## src/rtl/toi2s_pkg.sv

```systemverilog
// toi2s_pkg: shared types, limits and helpers for the toi2s serial audio chain
package toi2s_pkg;

  typedef enum logic {
    I2S_STD = 1'b0,
    I2S_LJ  = 1'b1
  } i2s_mode_t;

  localparam int BCK_DIV_MIN = 2;

  function automatic int clog2(input int v);
    int r;
    for (r = 0; (1 << r) < v; r++) begin
    end
    return (r < 1) ? 1 : r;
  endfunction

endpackage

```

## src/rtl/toi2s_bck_gen.sv

```systemverilog
// toi2s_bck_gen: BCK divider plus frame bit counter; o_bit_idx is the bit that starts at o_bck_fall
module toi2s_bck_gen
  import toi2s_pkg::*;
#(
  parameter int BCK_DIV    = 4,
  parameter int FRAME_BITS = 64,
  localparam int DIV_W     = clog2(BCK_DIV),
  localparam int BIT_W     = clog2(FRAME_BITS)
) (
  input  logic             clk,
  input  logic             resetb,
  input  logic             i_ena,
  output logic             o_bck,
  output logic             o_bck_fall,
  output logic [BIT_W-1:0] o_bit_idx,
  output logic             o_frame_boundary
);

  logic [DIV_W-1:0] r_div;
  logic [DIV_W-1:0] w_div_nxt;
  logic [BIT_W-1:0] r_bit;
  logic             r_run;
  logic             r_bck;

  // Falling edge on divider wrap; the very first enabled clk is forced to be a frame boundary
  always_comb begin
    o_bck_fall       = i_ena & (~r_run | (r_div == DIV_W'(BCK_DIV - 1)));
    o_frame_boundary = o_bck_fall & (~r_run | (r_bit == BIT_W'(FRAME_BITS - 1)));
    o_bit_idx        = o_frame_boundary ? '0 : r_bit + BIT_W'(1);
    w_div_nxt        = o_bck_fall ? '0 : r_div + DIV_W'(1);
  end

  // Divider, bit counter and registered BCK; ena low clears everything
  always_ff @(posedge clk or negedge resetb)
    if (!resetb) begin
      r_div <= '0;
      r_bit <= '0;
      r_run <= 1'b0;
      r_bck <= 1'b0;
    end else begin
      r_div <= i_ena ? w_div_nxt : '0;
      r_bit <= !i_ena ? '0 : o_bck_fall ? o_bit_idx : r_bit;
      r_run <= i_ena;
      r_bck <= i_ena & (w_div_nxt >= DIV_W'(BCK_DIV / 2));
    end

  assign o_bck = r_bck;

endmodule

```

## src/rtl/toi2s_i2s_tdm_tx.sv

```systemverilog
// toi2s_i2s_tdm_tx: double-buffered I2S / left-justified / TDM serial audio transmitter
module toi2s_i2s_tdm_tx
  import toi2s_pkg::*;
#(
  parameter int SAMPLE_W = 24,
  parameter int SLOT_W   = 32,
  parameter int N_CH     = 2,
  parameter int BCK_DIV  = 4
) (
  input  logic                     clk,
  input  logic                     resetb,
  input  logic                     ena,
  input  logic                     mode,
  input  logic                     mute,
  input  logic [SAMPLE_W*N_CH-1:0] s_data,
  input  logic                     s_valid,
  output logic                     s_ready,
  output logic                     bck,
  output logic                     ws,
  output logic                     sd,
  output logic                     frame_start,
  output logic                     underrun
);

  localparam int FRAME_W    = SAMPLE_W * N_CH;
  localparam int FRAME_BITS = SLOT_W * N_CH;
  localparam int BIT_W      = clog2(FRAME_BITS);
  localparam int DIV        = (BCK_DIV < BCK_DIV_MIN) ? BCK_DIV_MIN : BCK_DIV;

  logic [FRAME_W-1:0]    r_hold;
  logic                  r_hold_full;
  logic [FRAME_BITS-1:0] r_shift;
  logic [FRAME_BITS-1:0] w_frame;
  logic [FRAME_BITS-1:0] w_load;
  i2s_mode_t             r_mode;
  i2s_mode_t             w_mode;
  logic                  r_mute;
  logic                  w_mute;
  logic                  r_dly;
  logic                  r_ws;
  logic                  r_sd;
  logic                  r_fs;
  logic                  r_ur;
  logic                  w_fall;
  logic                  w_bound;
  logic                  w_ld_bit;
  logic                  w_accept;
  logic                  w_ws;
  logic [BIT_W-1:0]      w_bit;

  toi2s_bck_gen #(
    .BCK_DIV   (DIV),
    .FRAME_BITS(FRAME_BITS)
  ) u_bck_gen (
    .clk             (clk),
    .resetb          (resetb),
    .i_ena           (ena),
    .o_bck           (bck),
    .o_bck_fall      (w_fall),
    .o_bit_idx       (w_bit),
    .o_frame_boundary(w_bound)
  );

  // Spread the held channels into slot layout, MSB of the frame first, padding bits zero
  always_comb begin
    w_frame = '0;
    for (int k = 0; k < N_CH; k++)
      w_frame[FRAME_BITS-1-k*SLOT_W -: SAMPLE_W] = r_hold[k*SAMPLE_W +: SAMPLE_W];
  end

  // Next left-justified bit, shadowed controls (new values take effect at the boundary itself) and ws decode
  always_comb begin
    w_accept = s_valid & s_ready;
    w_load   = r_hold_full ? w_frame : '0;
    w_ld_bit = w_bound ? w_load[FRAME_BITS-1] : r_shift[FRAME_BITS-1];
    w_mode   = w_bound ? i2s_mode_t'(mode) : r_mode;
    w_mute   = w_bound ? mute : r_mute;
    w_ws     = (N_CH == 2) ? (w_bit >= BIT_W'(SLOT_W)) : (w_bit == '0);
  end

  // Holding register: filled by the handshake, emptied when the boundary moves it to the shifter
  always_ff @(posedge clk or negedge resetb)
    if (!resetb) begin
      r_hold      <= '0;
      r_hold_full <= 1'b0;
    end else if (!ena) begin
      r_hold      <= '0;
      r_hold_full <= 1'b0;
    end else begin
      if (w_accept) r_hold <= s_data;
      r_hold_full <= w_accept | (r_hold_full & ~w_bound);
    end

  // Serialiser: shifter, I2S one-bit delay, shadows and registered outputs, all stepping on BCK fall
  always_ff @(posedge clk or negedge resetb)
    if (!resetb) begin
      r_shift <= '0;
      r_dly   <= 1'b0;
      r_sd    <= 1'b0;
      r_ws    <= 1'b0;
      r_mode  <= I2S_STD;
      r_mute  <= 1'b0;
      r_fs    <= 1'b0;
      r_ur    <= 1'b0;
    end else if (!ena) begin
      r_shift <= '0;
      r_dly   <= 1'b0;
      r_sd    <= 1'b0;
      r_ws    <= 1'b0;
      r_mode  <= I2S_STD;
      r_mute  <= 1'b0;
      r_fs    <= 1'b0;
      r_ur    <= 1'b0;
    end else begin
      if (w_fall) begin
        r_shift <= (w_bound ? w_load : r_shift) << 1;
        r_dly   <= w_ld_bit;
        r_sd    <= ~w_mute & ((w_mode == I2S_LJ) ? w_ld_bit : r_dly);
        r_ws    <= w_ws;
      end
      r_mode <= w_mode;
      r_mute <= w_mute;
      r_fs   <= w_bound;
      r_ur   <= w_bound & ~r_hold_full;
    end

  assign s_ready     = ena & ~r_hold_full;
  assign ws          = r_ws;
  assign sd          = r_sd;
  assign frame_start = r_fs;
  assign underrun    = r_ur;

endmodule
```

## config.mk

```make
export PLATFORM = sky130hd
export DESIGN_NAME = toi2s_i2s_tdm_tx
export DESIGN_NICKNAME = d
export VERILOG_FILES = /design/src/rtl/toi2s_pkg.sv /design/src/rtl/toi2s_bck_gen.sv /design/src/rtl/toi2s_i2s_tdm_tx.sv
export SDC_FILE = /design/constraint.sdc
export NUM_CORES = 1
export LEC_CHECK = 0
export BUFFER_PORTS_ARGS = -buffer_cell sky130_fd_sc_hd__buf_4
export CORE_MARGIN = 4
export CORE_UTILIZATION = 48
export CTS_CLUSTER_DIAMETER = 120
export DETAILED_ROUTE_END_ITERATION = 10
export HOLD_SLACK_MARGIN = 0.15
export PLACE_DENSITY = 0.68
export SYNTH_ARGS = -nofsm -noshare
export SYNTH_HDL_FRONTEND = slang
export SYNTH_SLANG_ARGS = --single-unit
```

## constraint.sdc

```tcl
create_clock -name clk -period 1.8 [get_ports clk]
set_input_delay 0.18 -clock clk [delete_from_list [all_inputs] [get_ports clk]]
set_output_delay 0.18 -clock clk [all_outputs]
set_load 0.05 [all_outputs]
```

==> results of run 1 <==
## layer usage
metal | vias up | track usage
met3 | 13 | 0.0426
met2 | 72 | 0.316
met5 | - | 0
met1 | 1961 | 0.228
met4 | 0 | 0.0698
li1 | 1854 | -
## worst max-delay path: cells and delay by family
kind | cells | cell delay, ns
buffers and inverters | 3 | 1.01
AND/OR/NAND/NOR | 1 | 0.27
## kinds of logic (layout without fill, tap and decap cells)
family	Yosys count	count (layout)
DFF	121	121
AOI/OAI and AO/OA	118	118
xor gates and xnor gates	3	3
muxes	3	3
buffers and inverters	39	160
adders and majority gates	2	2
and+or+nand+nor	178	178
## final cells by class
type	count	area [µm²]
clock inverters	14	125
well taps	136	170
fillers	788	3540
repair buffers	126	1170
multi-input cells	304	1860
inverters	2	7.51
clock buffers	18	428
flip-flops and latches	121	3030
## layout by cell type, fill, tap and decap left out, types with 2 or more instances in the layout
master / n
a22o_1: 59
nor3_1: 2
and2b_1: 2
clkinv_2: 4
clkbuf_8: 2
clkbuf_16: 16
buf_4: 66
buf_12: 7
clkinv_4: 4
and2_1: 5
inv_1: 2
xor2_1: 2
nand3b_1: 3
dfrtp_1: 121
nand2_1: 101
mux2i_1: 2
inv_6: 2
clkinvlp_4: 3
nor2_1: 7
o22ai_1: 2
dlygate4sd3_1: 53
ha_1: 2
a21o_1: 48
o21ai_0: 2
nand3_1: 51
## worst max path at each step
stage          cells past startpoint  slack [ns]     endpoint          startpoint
2_1_floorplan                      8        0.15  r_shift[19]  u_bck_gen.r_bit[0]
3_3_place_gp                       4        0.24           sd  u_bck_gen.r_bit[2]
3_5_place_dp                       6        0.20  r_shift[10]  u_bck_gen.r_div[0]
4_1_cts                            4        0.14      s_ready                 ena
5_1_grt                            4        0.08      s_ready                 ena
6_report                           4        0.15      s_ready                 ena
## registers in the layout (all words and copies together), names as in the netlist
| name | count |
|---|---|
| u_bck_gen.r_div | 2 |
| u_bck_gen.o_bck | 1 |
| r_hold | 48 |
| u_bck_gen.r_bit | 6 |
| r_hold_full | 1 |
| ws | 1 |
| frame_start | 1 |
| underrun | 1 |
| r_shift | 55 |
| sd | 1 |
| u_bck_gen.r_run | 1 |
| r_mute | 1 |
| r_mode | 1 |
| r_dly | 1 |
## metrics by stage
| stage | total power (W) | utilization | hold WS (ns) |
|---|---|---|---|
| after floorplan | 0.00314 | - | -0.116 |
| after global placement | 0.00337 | 0.552 | 0.145 |
| after detailed placement | 0.00338 | 0.552 | 0.142 |
| after CTS | 0.00657 | 0.657 | 0.157 |
| after global routing | 0.00678 | 0.657 | 0.183 |
| final | 0.00650 | 0.657 | 0.162 |
## power by group through the flow
stage	Sequential (W)	Combinational, W	Clock (W)
4_1_cts	0.00289	0.000533	0.00315
6_report	0.00289	0.000528	0.00308
3_5_place_dp	0.00294	0.000439	0
2_1_floorplan	0.00293	0.000208	0
3_3_place_gp	0.00293	0.000432	0
5_1_grt	0.00290	0.000588	0.00329
## timing repair
item / in CTS / in global routing
hold buffers: 53 / 0
gates resized for setup: 0 / 0
endpoints found under the hold margin: 178 / 0
==> results.py, run 1 <==
metrics = {
    "clock_tree": {
        "cts_max_level": 4,
        "clkLatencyLatePin_ns": 0.50,
        "path_clk_slew_ns": 0.06,
        "cts_made_buffers": 17,
        "clk_path_buf_depth": 2,
        "cts.sinks": 121,
        "tritoncts": "yes",
        "post-cts-setup-buffer-count": 0,
        "cts_root_buf": "clkbuf_8",
    },
    "logic_synthesis": {
        "synth_top_flop_cell": "dfrtp_1",
        "synth_cells": 464,
        "synth_commonest_cells": "dfrtp_1, nand2_1, a22o_1, nand3_1, a21o_1",
        "avgSynthCellArea_um2": 10.9,
        "async_reset_ff_frac": 1.00,
        "synth.most_common_cell": "dfrtp_1",
        "synth.area.mux_share": 0.00617,
        "synth-edff-count": 0,
        "ys_seq_area_frac": 0.597,
        "synth_seq_cells": 121,
        "synth_top_family_by_area": "compound AO/OA/AOI/OAI gates",
        "yosysTopAreaCell": "dfrtp_1",
        "netlist.area_leader.share": 0.597,
        "ys_types": 33,
        "synth_simple_gate_area_frac": 0.156,
        "yosysWarnings": 0,
        "netlist_area_um2": 5070,
        "netlist_top_cells_area": "dfrtp_1, a22o_1, nand2_1, a21o_1, nand3_1",
        "yosys.area_share.xor_xnor": 0.00518,
        "synth_compound_area_frac": 0.191,
        "synth_fa_ha_area_frac": 0.00493,
        "syn_nets": 520,
    },
    "place": {
        "place_inst": 636,
        "dpl_worst_slack_ns": 0.204,
        "io_buffers": 59,
        "gp_congestion": 0.877,
        "dp_hpwl_um": 6090,
        "placed_cell_area_um2": 5700,
    },
    "power": {
        "p_seq_frac": 0.445,
        "vdd_drop_max_uv": 537,
        "power.clock.fraction": 0.474,
        "p_int_w": 0.00495,
        "comb_power_share": 0.081,
        "power.switching_w": 0.00154,
        "swShare": 0.237,
        "cellLeakagePower_nw": 3.78,
        "power.density_nw_per_um2": 958,
    },
    "floorplan": {
        "rows": 37,
        "pin_count": 60,
        "die_y_um": 111,
        "die_x_um": 111,
        "die_area_um2": 12300,
        "core-area_um2": 10300,
        "start_util": 0.491,
    },
    "global_route": {
        "grt_pass1_wl_um": 18800,
        "grt_max_degree": 50,
        "grt_overflow": 0,
        "grt_use_total": 0.185,
        "grt_pass1_vias": 4073,
        "grt_antenna_before_repair": 0,
    },
    "worst_setup_path": {
        "r2r-start": "u_bck_gen.r_bit[2]",
        "slowest_delay_ns": 0.52,
        "reg2reg_slack_ns": 0.19,
        "critPathLaunchType": "input pin",
        "worstPathArrival_ns": 1.47,
        "worst_path_max_delay_cell": "dlygate4sd3_1",
        "cp-end-kind": "output pin",
        "cp_cell_sequence": "dlygate4sd3_1 -> buf_4 -> and2b_1 -> buf_4",
        "crit_fanout": 24,
        "cp_common_cell": "buf_4",
        "crit_required_ns": 1.62,
        "crit_type": "in -> out",
        "reg2regPathDepth": 4,
        "reg2reg_to": "sd",
    },
    "status": {
        "status": "completed",
    },
    "routing": {
        "via_per_inst": 5.41,
        "drtAntennaViolNets": 0,
        "wl_per_cell_um": 14.8,
        "drt-met1-wl_um": 4750,
        "vias": 3900,
        "wl_um": 10600,
        "highest_layer": "met4",
        "drt_iter0_markers": 248,
        "first_pass_iters": 4,
        "drcViolationCount": 0,
        "wl_met2_um": 5400,
        "met3_length_um": 348,
    },
    "timing": {
        "period_share": 0.918,
        "final-hold-violation-count": 0,
        "finalWorstSetupSlack_ns": 0.148,
        "fmax_mhz": 605,
        "slew_headroom": 0.728,
        "slew_violations": 0,
        "worst_pin_slew_ns": 0.408,
        "grt_setup_unrepaired": "false",
        "skew_ns": 0.00835,
        "setup_violations": 0,
        "setup_tns_ns": 0,
        "min_period_ns": 1.65,
    },
    "cells_and_area": {
        "synthToLayoutAreaGrowth_pct": 33.7,
        "drive_above_1_share": 0.193,
        "n_antenna_cell": 0,
        "final_cells": 721,
        "nNetsFinal": 628,
        "final_area_um2": 6780,
    },
    "flow_run": {
        "cap_violations": 0,
    },
    "worst_hold_path": {
        "hold_path_class": "in -> async",
    },
}
Power figures use the tool's default switching activity.
==> run 2, diff against run 1 <==
--- a/config.mk
+++ b/config.mk
@@ -5,8 +5,8 @@
 export SDC_FILE = /design/constraint.sdc
 export NUM_CORES = 1
 export LEC_CHECK = 0
+export ABC_AREA = 1
 export BUFFER_PORTS_ARGS = -buffer_cell sky130_fd_sc_hd__buf_4
-export CORE_MARGIN = 4
 export CORE_UTILIZATION = 48
 export CTS_CLUSTER_DIAMETER = 120
 export DETAILED_ROUTE_END_ITERATION = 10
==> results.py, run 2 <==
metrics = {
    "logic_synthesis": {
        "synth-edff-count": 0,
        "yosysTopAreaCell": "dfrtp_1",
        "synth.most_common_cell": "nand3_1",
        "synth_cells": 576,
        "ys_seq_area_frac": 0.591,
        "netlist.area_leader.share": 0.591,
        "netlist_area_um2": 5130,
        "synth_top_flop_cell": "dfrtp_1",
        "netlist_top_cells_area": "dfrtp_1, nand3_1, nand2_1, clkbuf_1, inv_1",
        "async_reset_ff_frac": 1.00,
        "ys_types": 25,
        "synth_commonest_cells": "nand3_1, nand2_1, dfrtp_1, clkbuf_1, inv_1",
        "syn_nets": 632,
        "synth_seq_cells": 121,
        "yosysWarnings": 0,
        "avgSynthCellArea_um2": 8.90,
    },
    "timing": {
        "fmax_mhz": 593,
        "final-hold-violation-count": 0,
        "grt_setup_unrepaired": "false",
        "setup_tns_ns": 0,
        "period_share": 0.937,
        "slew_violations": 0,
        "slew_headroom": 0.626,
        "worst_pin_slew_ns": 0.560,
        "min_period_ns": 1.69,
        "skew_ns": 0.00948,
        "setup_violations": 0,
    },
    "place": {
        "place_inst": 749,
        "dp_hpwl_um": 7030,
        "io_buffers": 59,
        "gp_congestion": 0.775,
    },
    "global_route": {
        "grt_antenna_before_repair": 0,
        "grt_max_degree": 50,
        "grt_overflow": 0,
        "grt_use_total": 0.254,
        "grt_pass1_vias": 4602,
        "grt_pass1_wl_um": 21800,
    },
    "cells_and_area": {
        "postLayoutCoreUtil": 0.690,
        "synthToLayoutAreaGrowth_pct": 39.0,
        "final_cell_mix": "nand3_1, nand2_1, dfrtp_1, dlygate4sd3_1, buf_4",
        "reg_top3": "r_shift (55), r_hold (48), u_bck_gen.r_bit (6)",
        "nNetsFinal": 764,
        "multi_input_area_um2": 1850,
        "layout_commonest_cell": "nand3_1",
        "register_area_um2": 3030,
        "largest-register": "r_shift",
        "drive_above_1_share": 0.167,
        "largest_reg_flops": 55,
        "final_cells": 856,
        "fillCellCount": 786,
        "n_antenna_cell": 0,
    },
    "routing": {
        "drtAntennaViolNets": 0,
        "first_pass_iters": 4,
        "wl_um": 12800,
        "wl_per_cell_um": 15.0,
        "vias": 4525,
        "via_per_inst": 5.29,
        "drt_iter0_markers": 257,
        "drcViolationCount": 0,
    },
    "worst_setup_path": {
        "worstPathArrival_ns": 2.12,
        "crit_fanout": 14,
        "crit_required_ns": 2.23,
        "critPathLaunchType": "register",
        "crit_type": "reg -> reg",
        "cp-end-kind": "register",
    },
    "power": {
        "p_int_w": 0.00522,
        "cellLeakagePower_nw": 3.50,
        "swShare": 0.240,
        "p_seq_frac": 0.421,
        "power.switching_w": 0.00165,
        "power.density_nw_per_um2": 964,
        "power.total_w": 0.00687,
        "power.clock.fraction": 0.479,
        "comb_power_share": 0.100,
        "vdd_drop_max_uv": 560,
    },
    "flow_run": {
        "cap_violations": 0,
    },
    "clock_tree": {
        "tritoncts": "yes",
        "cts.sinks": 121,
        "path_clk_slew_ns": 0.06,
        "clkLatencyLatePin_ns": 0.52,
        "cts_max_level": 4,
        "clk_path_buf_depth": 2,
        "cts_root_buf": "clkbuf_8",
        "cts_made_buffers": 17,
    },
    "status": {
        "status": "completed",
    },
    "floorplan": {
        "start_util": 0.497,
        "core-area_um2": 10300,
        "die_x_um": 105,
        "rows": 37,
        "die_y_um": 105,
        "die_area_um2": 11100,
        "pin_count": 60,
    },
    "worst_hold_path": {
        "hold_path_class": "in -> async",
    },
}
==> run 2: cell count changes after synthesis, sizes merged, moves of 6 or more <==
cell,before,now
nand2,102,164
a21o,48,0
and2,6,0
inv,2,22
a22o,59,1
o22ai,2,9
nand3,51,188
==> run 2: worst paths after layout <==
kind	cells after the start	slack, ns	startpoint	endpoint
min in group clk	4	0.44	s_data[4]	r_hold[4]
worst min register to register	1	0.44	u_bck_gen.r_div[0]	u_bck_gen.r_div[0]
worst min-delay path	2	0.17	resetb	r_hold[27]
worst max register to register	8	0.11	u_bck_gen.r_bit[0]	u_bck_gen.r_bit[5]
worst max-delay path	8	0.11	u_bck_gen.r_bit[0]	u_bck_gen.r_bit[5]
max in group asynchronous	3	1.02	resetb	r_hold[0]
==> run 2: power groups by stage <==
stage	Clock [W]	Combinational, W	Sequential [W]
final	0.00329	0.000686	0.00289
after global placement	0	0.000539	0.00293
after global routing	0.00346	0.000756	0.00290
after CTS	0.00334	0.000680	0.00289
after detailed placement	0	0.000555	0.00293
after floorplan	0	0.000277	0.00293
==> run 2: cells by family after synthesis <==
family | after synthesis | share of synthesized area
flip-flops | 121 | 0.591
adder cells (fa/ha/maj) | 2 | 0.00488
XOR/XNOR | 3 | 0.00513
AO/OA/AOI/OAI | 23 | 0.0308
buffers and inverters | 63 | 0.0525
AND/OR/NAND/NOR | 364 | 0.316
==> run 2: what timing repair did <==
| item | in CTS | in global routing |
|---|---|---|
| setup buffers | 1 | 1 |
| hold buffers | 75 | 0 |
| pin swaps | 1 | 1 |
| gates resized for setup | 0 | 1 |
| hold endpoints to repair | 173 | 0 |
| setup endpoints to repair | 1 | 30 |
| gates cloned | 0 | 0 |
==> run 2: layout make-up <==
| type | instances | share of cell area |
|---|---|---|
| Sequential cell | 121 | 0.425 |
| Multi-Input combinational cell | 392 | 0.259 |
| Timing Repair Buffer | 154 | 0.200 |
| Clock buffer | 18 | 0.0587 |
| Tap cell | 136 | 0.0239 |
| Clock inverter | 13 | 0.0218 |
| Inverter | 22 | 0.0116 |
==> run 2: through the flow <==
stage / hold slack, ns / cell area, µm² / setup WS (ns)
after floorplan: -0.116 / 5130 / 0.178
after global placement: 0.178 / 5790 / 0.188
after detailed placement: 0.183 / 5790 / 0.116
after CTS: 0.175 / 7120 / 0.0495
after global routing: 0.184 / 7120 / 0.0116
final: 0.171 / 7120 / 0.113
==> run 2: per-layer routing <==
metal,track usage,part of all wire,up-vias
li1,-,-,2180
met1,0.319,0.44,2210
met2,0.425,0.50,121
met3,0.0724,0.053,14
met4,0.0775,0.011,0
met5,0,0,-
==> run 2: critical path: stages (launching register included) <==
cell and delay (ns):
dfrtp_1 0.40, ha_1 0.23, nand3_1 0.16, o21bai_4 0.10
buf_4 0.15, nor2_4 0.13, buf_4 0.23, nand3_1 0.11
o21ai_0 0.08
